<file path="config.mk">
export PLATFORM = sky130hd
export DESIGN_NAME = collision_sequencer_flat
export DESIGN_NICKNAME = d
export VERILOG_FILES = /design/src/rtl/collision_sequencer_pkg.sv /design/src/rtl/collision_sequencer_if.sv /design/src/rtl/collision_sequencer_tile_probe_addr.sv /design/src/rtl/collision_sequencer.sv /design/src/flat_wrapper.sv
export SDC_FILE = /design/constraint.sdc
export NUM_CORES = 1
export LEC_CHECK = 0
export CAP_MARGIN = 0
export CORE_UTILIZATION = 51
export DETAILED_ROUTE_END_ITERATION = 6
export GPL_TIMING_DRIVEN = 0
export PLACE_DENSITY = 0.8
export REMOVE_ABC_BUFFERS = 1
export SETUP_SLACK_MARGIN = 0.3
export SLEW_MARGIN = 20
export SYNTH_ARGS = -nofsm -noshare
export SYNTH_HDL_FRONTEND = slang
export SYNTH_HIERARCHICAL = 1
export SYNTH_SLANG_ARGS = --single-unit
</file>
<file path="constraint.sdc">
create_clock -name sim_clk -period 7.58 [get_ports sim_clk]
set_clock_uncertainty 0.05 [all_clocks]
set_input_delay 2.274 -clock sim_clk [delete_from_list [all_inputs] [get_ports sim_clk]]
set_output_delay 2.274 -clock sim_clk [all_outputs]
set_load 0.02 [all_outputs]
</file>
<file path="src/rtl/collision_sequencer_pkg.sv">
// Shared constants for the player collision path: playfield geometry,
// probe side indices, player_state field offsets and the sequencer states.
package slime_pkg;

    localparam int FIELD_X0   = 144;
    localparam int FIELD_Y0   = 35;
    localparam int TILE_SHIFT = 5;
    localparam int SPRITE     = 32;

    localparam logic [1:0] LEFT  = 2'd0;
    localparam logic [1:0] BOT   = 2'd1;
    localparam logic [1:0] RIGHT = 2'd2;
    localparam logic [1:0] TOP   = 2'd3;

    // player_state = {xPos, yPos, xSpeed, ySpeed, xDir, yDir}
    localparam int XPOS_LSB = 22;
    localparam int YPOS_LSB = 12;
    localparam int XSPD_LSB = 7;
    localparam int YSPD_LSB = 2;
    localparam int XDIR_BIT = 1;
    localparam int YDIR_BIT = 0;

    typedef enum logic [1:0] {
        IDLE,
        PROBE,
        DRAIN,
        DONE
    } seq_state_e;

    // Probe point on one side of the sprite at predicted corner (nx, ny).
    function automatic logic [21:0] probe_pt(
        input logic [1:0]  side,
        input logic [10:0] nx,
        input logic [10:0] ny
    );
        logic [10:0] px;
        logic [10:0] py;
        px = nx;
        py = ny;
        unique case (side)
            LEFT: begin
                py = ny + 11'(SPRITE / 2);
            end
            BOT: begin
                px = nx + 11'(SPRITE / 2);
                py = ny + 11'(SPRITE - 1);
            end
            RIGHT: begin
                px = nx + 11'(SPRITE - 1);
                py = ny + 11'(SPRITE / 2);
            end
            TOP: begin
                px = nx + 11'(SPRITE / 2);
            end
        endcase
        return {px, py};
    endfunction

endpackage

</file>
<file path="src/rtl/collision_sequencer_if.sv">
// Tile-map read port shared between the renderer and the sequencer.
// master: arbiter side (drives map_addr, rdr_gnt); slave: map + renderer.
interface collision_sequencer_if #(
    parameter int ADDR_W = 9,
    parameter int TILE_W = 4
);
    logic              rdr_req;
    logic [ADDR_W-1:0] rdr_addr;
    logic              rdr_gnt;
    logic [ADDR_W-1:0] map_addr;
    logic [TILE_W-1:0] map_data;

    modport master (
        input  rdr_req, rdr_addr, map_data,
        output rdr_gnt, map_addr
    );

    modport slave (
        output rdr_req, rdr_addr, map_data,
        input  rdr_gnt, map_addr
    );
endinterface

</file>
<file path="src/rtl/collision_sequencer_tile_probe_addr.sv">
// Maps a pixel point to its tile-map address and flags points off the field.
// Ports: px, py (11-bit pixel) -> addr (tile index), out_of_field.
module tile_probe_addr
    import slime_pkg::*;
#(
    parameter int MAP_COLS = 20,
    parameter int MAP_ROWS = 15,
    parameter int ADDR_W   = 9
) (
    input  logic [10:0]       px,
    input  logic [10:0]       py,
    output logic [ADDR_W-1:0] addr,
    output logic              out_of_field
);
    localparam int X_MAX = FIELD_X0 + MAP_COLS * SPRITE - 1;
    localparam int Y_MAX = FIELD_Y0 + MAP_ROWS * SPRITE - 1;

    logic [10:0]       dx;
    logic [10:0]       dy;
    logic [ADDR_W-1:0] col;
    logic [ADDR_W-1:0] row;

    assign dx   = px - 11'(FIELD_X0);
    assign dy   = py - 11'(FIELD_Y0);
    assign col  = ADDR_W'(dx >> TILE_SHIFT);
    assign row  = ADDR_W'(dy >> TILE_SHIFT);
    assign addr = row * ADDR_W'(MAP_COLS) + col;

    assign out_of_field = px[10] | py[10]
                        | (px < 11'(FIELD_X0)) | (px > 11'(X_MAX))
                        | (py < 11'(FIELD_Y0)) | (py > 11'(Y_MAX));
endmodule

</file>
<file path="src/rtl/collision_sequencer.sv">
// Per-tick collision scheduler: predicts the next sprite position, probes four
// sides through the shared map port (renderer has priority) and reports
// player_col with a col_valid pulse. Ports: sim_clk, reset, tick,
// player_state, map (port interface), player_col, col_valid, busy, tick_overrun.
module collision_sequencer
    import slime_pkg::*;
#(
    parameter int MAP_COLS = 20,
    parameter int MAP_ROWS = 15,
    parameter int ADDR_W   = 9,
    parameter int TILE_W   = 4
) (
    input  logic                         sim_clk,
    input  logic                         reset,
    input  logic                         tick,
    input  logic [31:0]                  player_state,
    collision_sequencer_if.master        map,
    output logic [3:0]                   player_col,
    output logic                         col_valid,
    output logic                         busy,
    output logic                         tick_overrun
);
    seq_state_e  state_q, state_d;
    logic [1:0]  k_q, k_d;
    logic [31:0] ps_q, ps_d;
    logic [3:0]  res_q, res_d;
    logic        iss_q, iss_d;
    logic [1:0]  iss_side_q, iss_side_d;
    logic [3:0]  col_q, col_d;
    logic        ovr_q, ovr_d;

    logic [9:0]        x, y;
    logic [4:0]        xs, ys;
    logic [10:0]       nx, ny, px, py;
    logic [ADDR_W-1:0] probe_addr;
    logic              probe_oof;
    logic [ADDR_W-1:0] map_addr_c;

    assign x  = ps_q[XPOS_LSB +: 10];
    assign y  = ps_q[YPOS_LSB +: 10];
    assign xs = ps_q[XSPD_LSB +: 5];
    assign ys = ps_q[YSPD_LSB +: 5];

    // 11-bit wrap on underflow sets bit 10, which reads as off-field.
    assign nx = ps_q[XDIR_BIT] ? {1'b0, x} + {6'd0, xs}
                               : {1'b0, x} - {6'd0, xs};
    assign ny = ps_q[YDIR_BIT] ? {1'b0, y} - {6'd0, ys}
                               : {1'b0, y} + {6'd0, ys};

    assign {px, py} = probe_pt(k_q, nx, ny);

    tile_probe_addr #(
        .MAP_COLS(MAP_COLS),
        .MAP_ROWS(MAP_ROWS),
        .ADDR_W  (ADDR_W)
    ) u_addr (
        .px          (px),
        .py          (py),
        .addr        (probe_addr),
        .out_of_field(probe_oof)
    );

    always_comb begin
        state_d    = state_q;
        k_d        = k_q;
        ps_d       = ps_q;
        res_d      = res_q;
        iss_d      = 1'b0;
        iss_side_d = iss_side_q;
        col_d      = col_q;
        ovr_d      = ovr_q;
        map_addr_c = map.rdr_addr;

        // Only slots the sequencer itself issued return data to it.
        if (iss_q && (map.map_data != TILE_W'(0))) begin
            res_d[iss_side_q] = 1'b1;
        end

        if (tick && (state_q != IDLE)) begin
            ovr_d = 1'b1;
        end

        unique case (state_q)
            IDLE: begin
                if (tick) begin
                    ps_d    = player_state;
                    k_d     = LEFT;
                    res_d   = 4'd0;
                    state_d = PROBE;
                end
            end
            PROBE: begin
                if (!map.rdr_req) begin
                    if (probe_oof) begin
                        res_d[k_q] = 1'b1;
                    end else begin
                        map_addr_c = probe_addr;
                        iss_d      = 1'b1;
                        iss_side_d = k_q;
                    end
                    k_d = k_q + 2'd1;
                    if (k_q == TOP) begin
                        state_d = DRAIN;
                    end
                end
            end
            DRAIN: begin
                col_d   = res_d;
                state_d = DONE;
            end
            DONE: begin
                state_d = IDLE;
            end
        endcase
    end

    always_ff @(posedge sim_clk) begin
        if (reset) begin
            state_q    <= IDLE;
            k_q        <= LEFT;
            ps_q       <= 32'd0;
            res_q      <= 4'd0;
            iss_q      <= 1'b0;
            iss_side_q <= LEFT;
            col_q      <= 4'd0;
            ovr_q      <= 1'b0;
        end else begin
            state_q    <= state_d;
            k_q        <= k_d;
            ps_q       <= ps_d;
            res_q      <= res_d;
            iss_q      <= iss_d;
            iss_side_q <= iss_side_d;
            col_q      <= col_d;
            ovr_q      <= ovr_d;
        end
    end

    assign map.map_addr = map_addr_c;
    assign map.rdr_gnt  = map.rdr_req;
    assign player_col   = col_q;
    assign col_valid    = (state_q == DONE);
    assign busy         = (state_q != IDLE);
    assign tick_overrun = ovr_q;
endmodule

</file>
<file path="src/flat_wrapper.sv">
// flat-port wrapper written by rule: the top's interface ports become plain ports
module collision_sequencer_flat import slime_pkg::*;
#(
    parameter int MAP_COLS = 20,
    parameter int MAP_ROWS = 15,
    parameter int ADDR_W   = 9,
    parameter int TILE_W   = 4
)
  (sim_clk, reset, tick, player_state, player_col, col_valid, busy, tick_overrun, map_rdr_req, map_rdr_addr, map_map_data, map_rdr_gnt, map_map_addr);
  collision_sequencer_if #(.ADDR_W(ADDR_W), .TILE_W(TILE_W)) map_i ();
  input  logic sim_clk;
  input  logic reset;
  input  logic tick;
  input  logic [31:0] player_state;
  output logic [3:0] player_col;
  output logic col_valid;
  output logic busy;
  output logic tick_overrun;
  input wire logic [$bits(map_i.rdr_req)-1:0] map_rdr_req;
  input wire logic [$bits(map_i.rdr_addr)-1:0] map_rdr_addr;
  input wire logic [$bits(map_i.map_data)-1:0] map_map_data;
  output wire logic [$bits(map_i.rdr_gnt)-1:0] map_rdr_gnt;
  output wire logic [$bits(map_i.map_addr)-1:0] map_map_addr;
  assign map_i.rdr_req = map_rdr_req;
  assign map_i.rdr_addr = map_rdr_addr;
  assign map_i.map_data = map_map_data;
  assign map_rdr_gnt = map_i.rdr_gnt;
  assign map_map_addr = map_i.map_addr;
  collision_sequencer #(.MAP_COLS(MAP_COLS), .MAP_ROWS(MAP_ROWS), .ADDR_W(ADDR_W), .TILE_W(TILE_W)) u_core (.sim_clk(sim_clk), .reset(reset), .tick(tick), .player_state(player_state), .map(map_i), .player_col(player_col), .col_valid(col_valid), .busy(busy), .tick_overrun(tick_overrun));
endmodule
</file>
==> impl_table.tex <==
\begin{tabular}{lr}
\hline
Metric & Value \\
\hline
\multicolumn{2}{l}{\textbf{Run status}} \\
\quad Outcome & finished with violations \\
\quad Violated checks & setup timing \\
\multicolumn{2}{l}{\textbf{Synthesis}} \\
\quad Top cells by area, synth & dfxtp\_1, ha\_1, a21oi\_1 \\
\quad Post-synthesis async set-or-reset flop share & 0\% \\
\quad Post-synthesis sequential area ratio & 19.2\% \\
\quad Most instantiated flip-flop cell in the synthesis netlist & dfxtp\_1 \\
\quad Cells after synthesis & 660 \\
\quad Area share of the largest cell type after synthesis & 19.2\% \\
\quad Cell taking the most area after synthesis & dfxtp\_1 \\
\quad Post-synth EDFFs & 0 \\
\quad Unique masters post-synth & 78 \\
\quad Number of flip-flops and latches in the synthesized netlist & 48 \\
\quad Yosys warns & 6 \\
\quad Combined area of all synthesized cells & approximately 5000 um\^{}2 \\
\quad Average instance area after synthesis & 7.57 um\^{}2 \\
\multicolumn{2}{l}{\textbf{Worst setup path}} \\
\quad Critical Path Max Stage Delay & 0.37 ns \\
\quad Critical path's slowest cell & dfxtp\_4 \\
\quad Maximum net fanout on the critical path & 6 \\
\quad Buf/Inv on CP & 3 \\
\quad Data required time at the worst endpoint & $\sim$5.3 ns \\
\quad Arrival time worst endpoint & 5.88 ns \\
\quad Dominant delay contributor by cell family on the critical path & compound AO/OA/AOI/OAI gates \\
\quad Category of the worst setup path launch point & register \\
\quad Library cell appearing most often on the critical path & mux2\_4 \\
\quad Crit Path Category & register to primary output \\
\quad Worst setup slack for register-to-register paths & 2.29 ns \\
\quad Endpoint class of the critical path & primary output \\
\multicolumn{2}{l}{\textbf{CTS}} \\
\quad Clock buffers created by TritonCTS & 5 \\
\quad CTS HTree Levels & 2 \\
\quad Clock Sinks & 48 \\
\quad Clock Tree Root & clkbuf\_8 \\
\quad Maximum clock insertion buffer count & 2 \\
\quad Clock tree from TritonCTS & built \\
\quad Post-CTS clock slew at the launch and capture registers of the worst setup and hold paths & 0.09 ns \\
\quad Clock Latency Late Sink & 0.30 ns \\
\multicolumn{2}{l}{\textbf{Floorplan}} \\
\quad Overall die area & 10,200 um\^{}2 \\
\quad Starting Density & 53.3\% \\
\quad Horiz. Die Dim & 101 um \\
\quad Top-level port count & 66 \\
\quad Standard cell core area & roughly 9400 um\^{}2 \\
\quad Site Rows & 35 \\
\quad Die Span Y & 101 um \\
\multicolumn{2}{l}{\textbf{Layout}} \\
\quad Number of antenna cells inserted & 0 \\
\quad Nets & about 860 \\
\quad Fraction of final layout cells with drive strength greater than 1 & 26.1\% \\
\quad Synth-to-Final Area Change & 37.3\% \\
\quad Area of all placed cells without fillers & approximately 7000 um\^{}2 \\
\multicolumn{2}{l}{\textbf{Placed design}} \\
\quad Routability-driven placement congestion ratio & 0.826 \\
\quad Instance area at placement & 5680 um\^{}2 \\
\quad Estimated wirelength of the detail-placed design & 8820 um \\
\quad Buffers added on ports & between 60 and 70 \\
\quad Placement-stage worst setup slack & -1.57 ns \\
\multicolumn{2}{l}{\textbf{Routing}} \\
\quad Drc violations & 0 \\
\quad Number of detailed-routing iterations run before antenna repair & 5 \\
\quad Via Count & $\sim$5,200 \\
\quad Detailed-route wire length & around 14,000 um \\
\quad Number of nets still failing antenna checks after routing & 0 \\
\quad WL/cell & approximately 16 um \\
\quad Initial DRC count & 253 \\
\quad Via count normalized by instance count & roughly 6 \\
\multicolumn{2}{l}{\textbf{Timing}} \\
\quad Final setup violation count & 9 \\
\quad Final Hold Viols & 0 \\
\quad Max-Slew Margin vs Limit & 39.4\% \\
\quad Min setup slack post-route & -0.622 ns \\
\quad Maximum clock frequency & 0.122 GHz \\
\quad Pins Over Slew Limit & 0 \\
\quad Final period util & 108\% \\
\quad Setup repair after global routing missed its margin & yes \\
\quad Post-layout min period & 8.20 ns \\
\quad Worst-margin pin slew & 0.897 ns \\
\quad Total negative slack for setup checks & -3.37 ns \\
\multicolumn{2}{l}{\textbf{Hold path}} \\
\quad Path category of the worst min-delay check & register to register \\
\multicolumn{2}{l}{\textbf{Global route}} \\
\quad Wire length of the first global-routing pass & 21,600 um \\
\quad Maximum number of pins on one net before global-route repair & 34 \\
\quad Grt total ovfl & 0 \\
\quad Number of global-route vias before repair & 4,949 \\
\quad Gr usage total & between 20\% and 30\% \\
\quad Antenna violations before repair & 0 \\
\multicolumn{2}{l}{\textbf{Run}} \\
\quad Number of max-cap violations & 0 \\
\hline
\end{tabular}
[per-layer routing]
metal  global-route usage, %  share of wire, %  vias to the layer above
met5                       0                 0                        -
met3                    2.77               3.9                       45
li1                        -                 -                     2527
met2                    48.8                52                      180
met1                    30.1                42                     2476
met4                    9.59               2.8                        0
[through the flow]
step / cells / utilization [%] / hold WS, ns
finish: 883 / 73.2 / 0.414
global route: 883 / 73.2 / 0.433
CTS: 863 / 68.7 / 0.418
detailed placement: 824 / 60.6 / 0.404
global placement: 823 / 60.3 / 0.398
floorplan: 629 / - / 0.380
[cell type report]
type / count / area, um^2
Inverter: 48 / 190
Sequential cell: 48 / 978
Fill cell: 664 / 2510
Clock buffer: 6 / 82.6
Timing Repair Buffer: 116 / 1100
Multi-Input combinational cell: 534 / 4310
Tap cell: 129 / 161
Clock inverter: 2 / 38.8
[repair_timing]
action                                 4_1_cts  5_1_grt
hold buffers                                 0        0
pin swaps                                   43       51
setup endpoints to repair                    9        9
endpoints found under the hold margin        0        0
buffers inserted                            30       20
cloned                                       1        0
resized for setup                          147       56
[registers in the layout, summed over array words and instances (netlist names)]
name / cells
u_core/k_q: 2
u_core/ps_q: 32
u_core/player_col: 4
u_core/tick_overrun: 1
u_core/res_q: 4
u_core/state_q: 2
u_core/iss_q: 1
u_core/iss_side_q: 2
[logic make-up (layout without fill, tap and decap cells)]
| family | count (synthesis) | in the layout | share of synthesized area [%] |
|---|---|---|---|
| DFF | 48 | 48 | 19.2 |
| buffers and inverters | 79 | 172 | 6.66 |
| AOI/OAI and AO/OA | 185 | 185 | 25.8 |
| xor gates and xnor gates | 33 | 33 | 5.94 |
| adders and majority gates | 56 | 56 | 14.6 |
| muxes | 23 | 23 | 4.93 |
| and+or+nand+nor | 236 | 237 | 22.8 |
[worst register-to-register path: stages (launching register included)]
cell and delay, ns:
dfxtp_4 0.38, inv_4 0.06, ha_4 0.13, nor3b_4 0.22
ha_4 0.24, mux2i_4 0.20, ha_4 0.25, or3b_4 0.37
nand3_2 0.07, a211o_4 0.11, ha_4 0.17, nand3_4 0.08
o221ai_4 0.19, o21ai_1 0.13, a21o_1 0.23, mux2_4 0.29
or3_4 0.43, or3b_4 0.39, a211oi_2 0.27, nand3_2 0.18
nor2b_2 0.32, buf_4 0.18, mux2i_1 0.18, nor2_1 0.05
[Yosys cell counts, types with 11 or more instances]
| cell type | instances |
|---|---|
| a21o_1 | 13 |
| nand2b_1 | 11 |
| o21ai_0 | 27 |
| dfxtp_1 | 48 |
| nand2_1 | 83 |
| xor2_1 | 14 |
| xnor2_1 | 18 |
| ha_1 | 52 |
| inv_1 | 48 |
| clkbuf_1 | 22 |
| a21oi_1 | 67 |
| mux2_2 | 13 |
| a211oi_1 | 11 |
| nand3_1 | 11 |
| nor2_1 | 55 |
| nor3_1 | 25 |
[final timing paths]
kind	startpoint	end	depth (start not counted)
worst min register to register	u_core/ps_q[25]	u_core/ps_q[25]	2
worst max register to register	u_core/ps_q[3]	u_core/iss_side_q[1]	23
worst max-delay path	u_core/ps_q[7]	map_map_addr[8]	27
worst min-delay path	u_core/ps_q[25]	u_core/ps_q[25]	2
[cells in the final DEF (no fill, tap or decap), types with 7 or more instances in the layout]
cell,n
nand2_1,82
a21oi_1,62
clkdlybuf4s50_1,55
nor2_1,49
inv_1,42
dfxtp_1,42
buf_4,39
ha_1,38
nor3_1,23
buf_6,20
o21ai_0,19
xnor2_1,14
a21o_1,13
nand2b_1,10
mux2_4,10
ha_4,9
xor2_1,8
a211oi_1,8
mux2i_1,8
nand3_1,8
a211oi_2,7
Power is not shown: default switching activity piles up to over one toggle a cycle in this logic, so the estimate is an artifact.
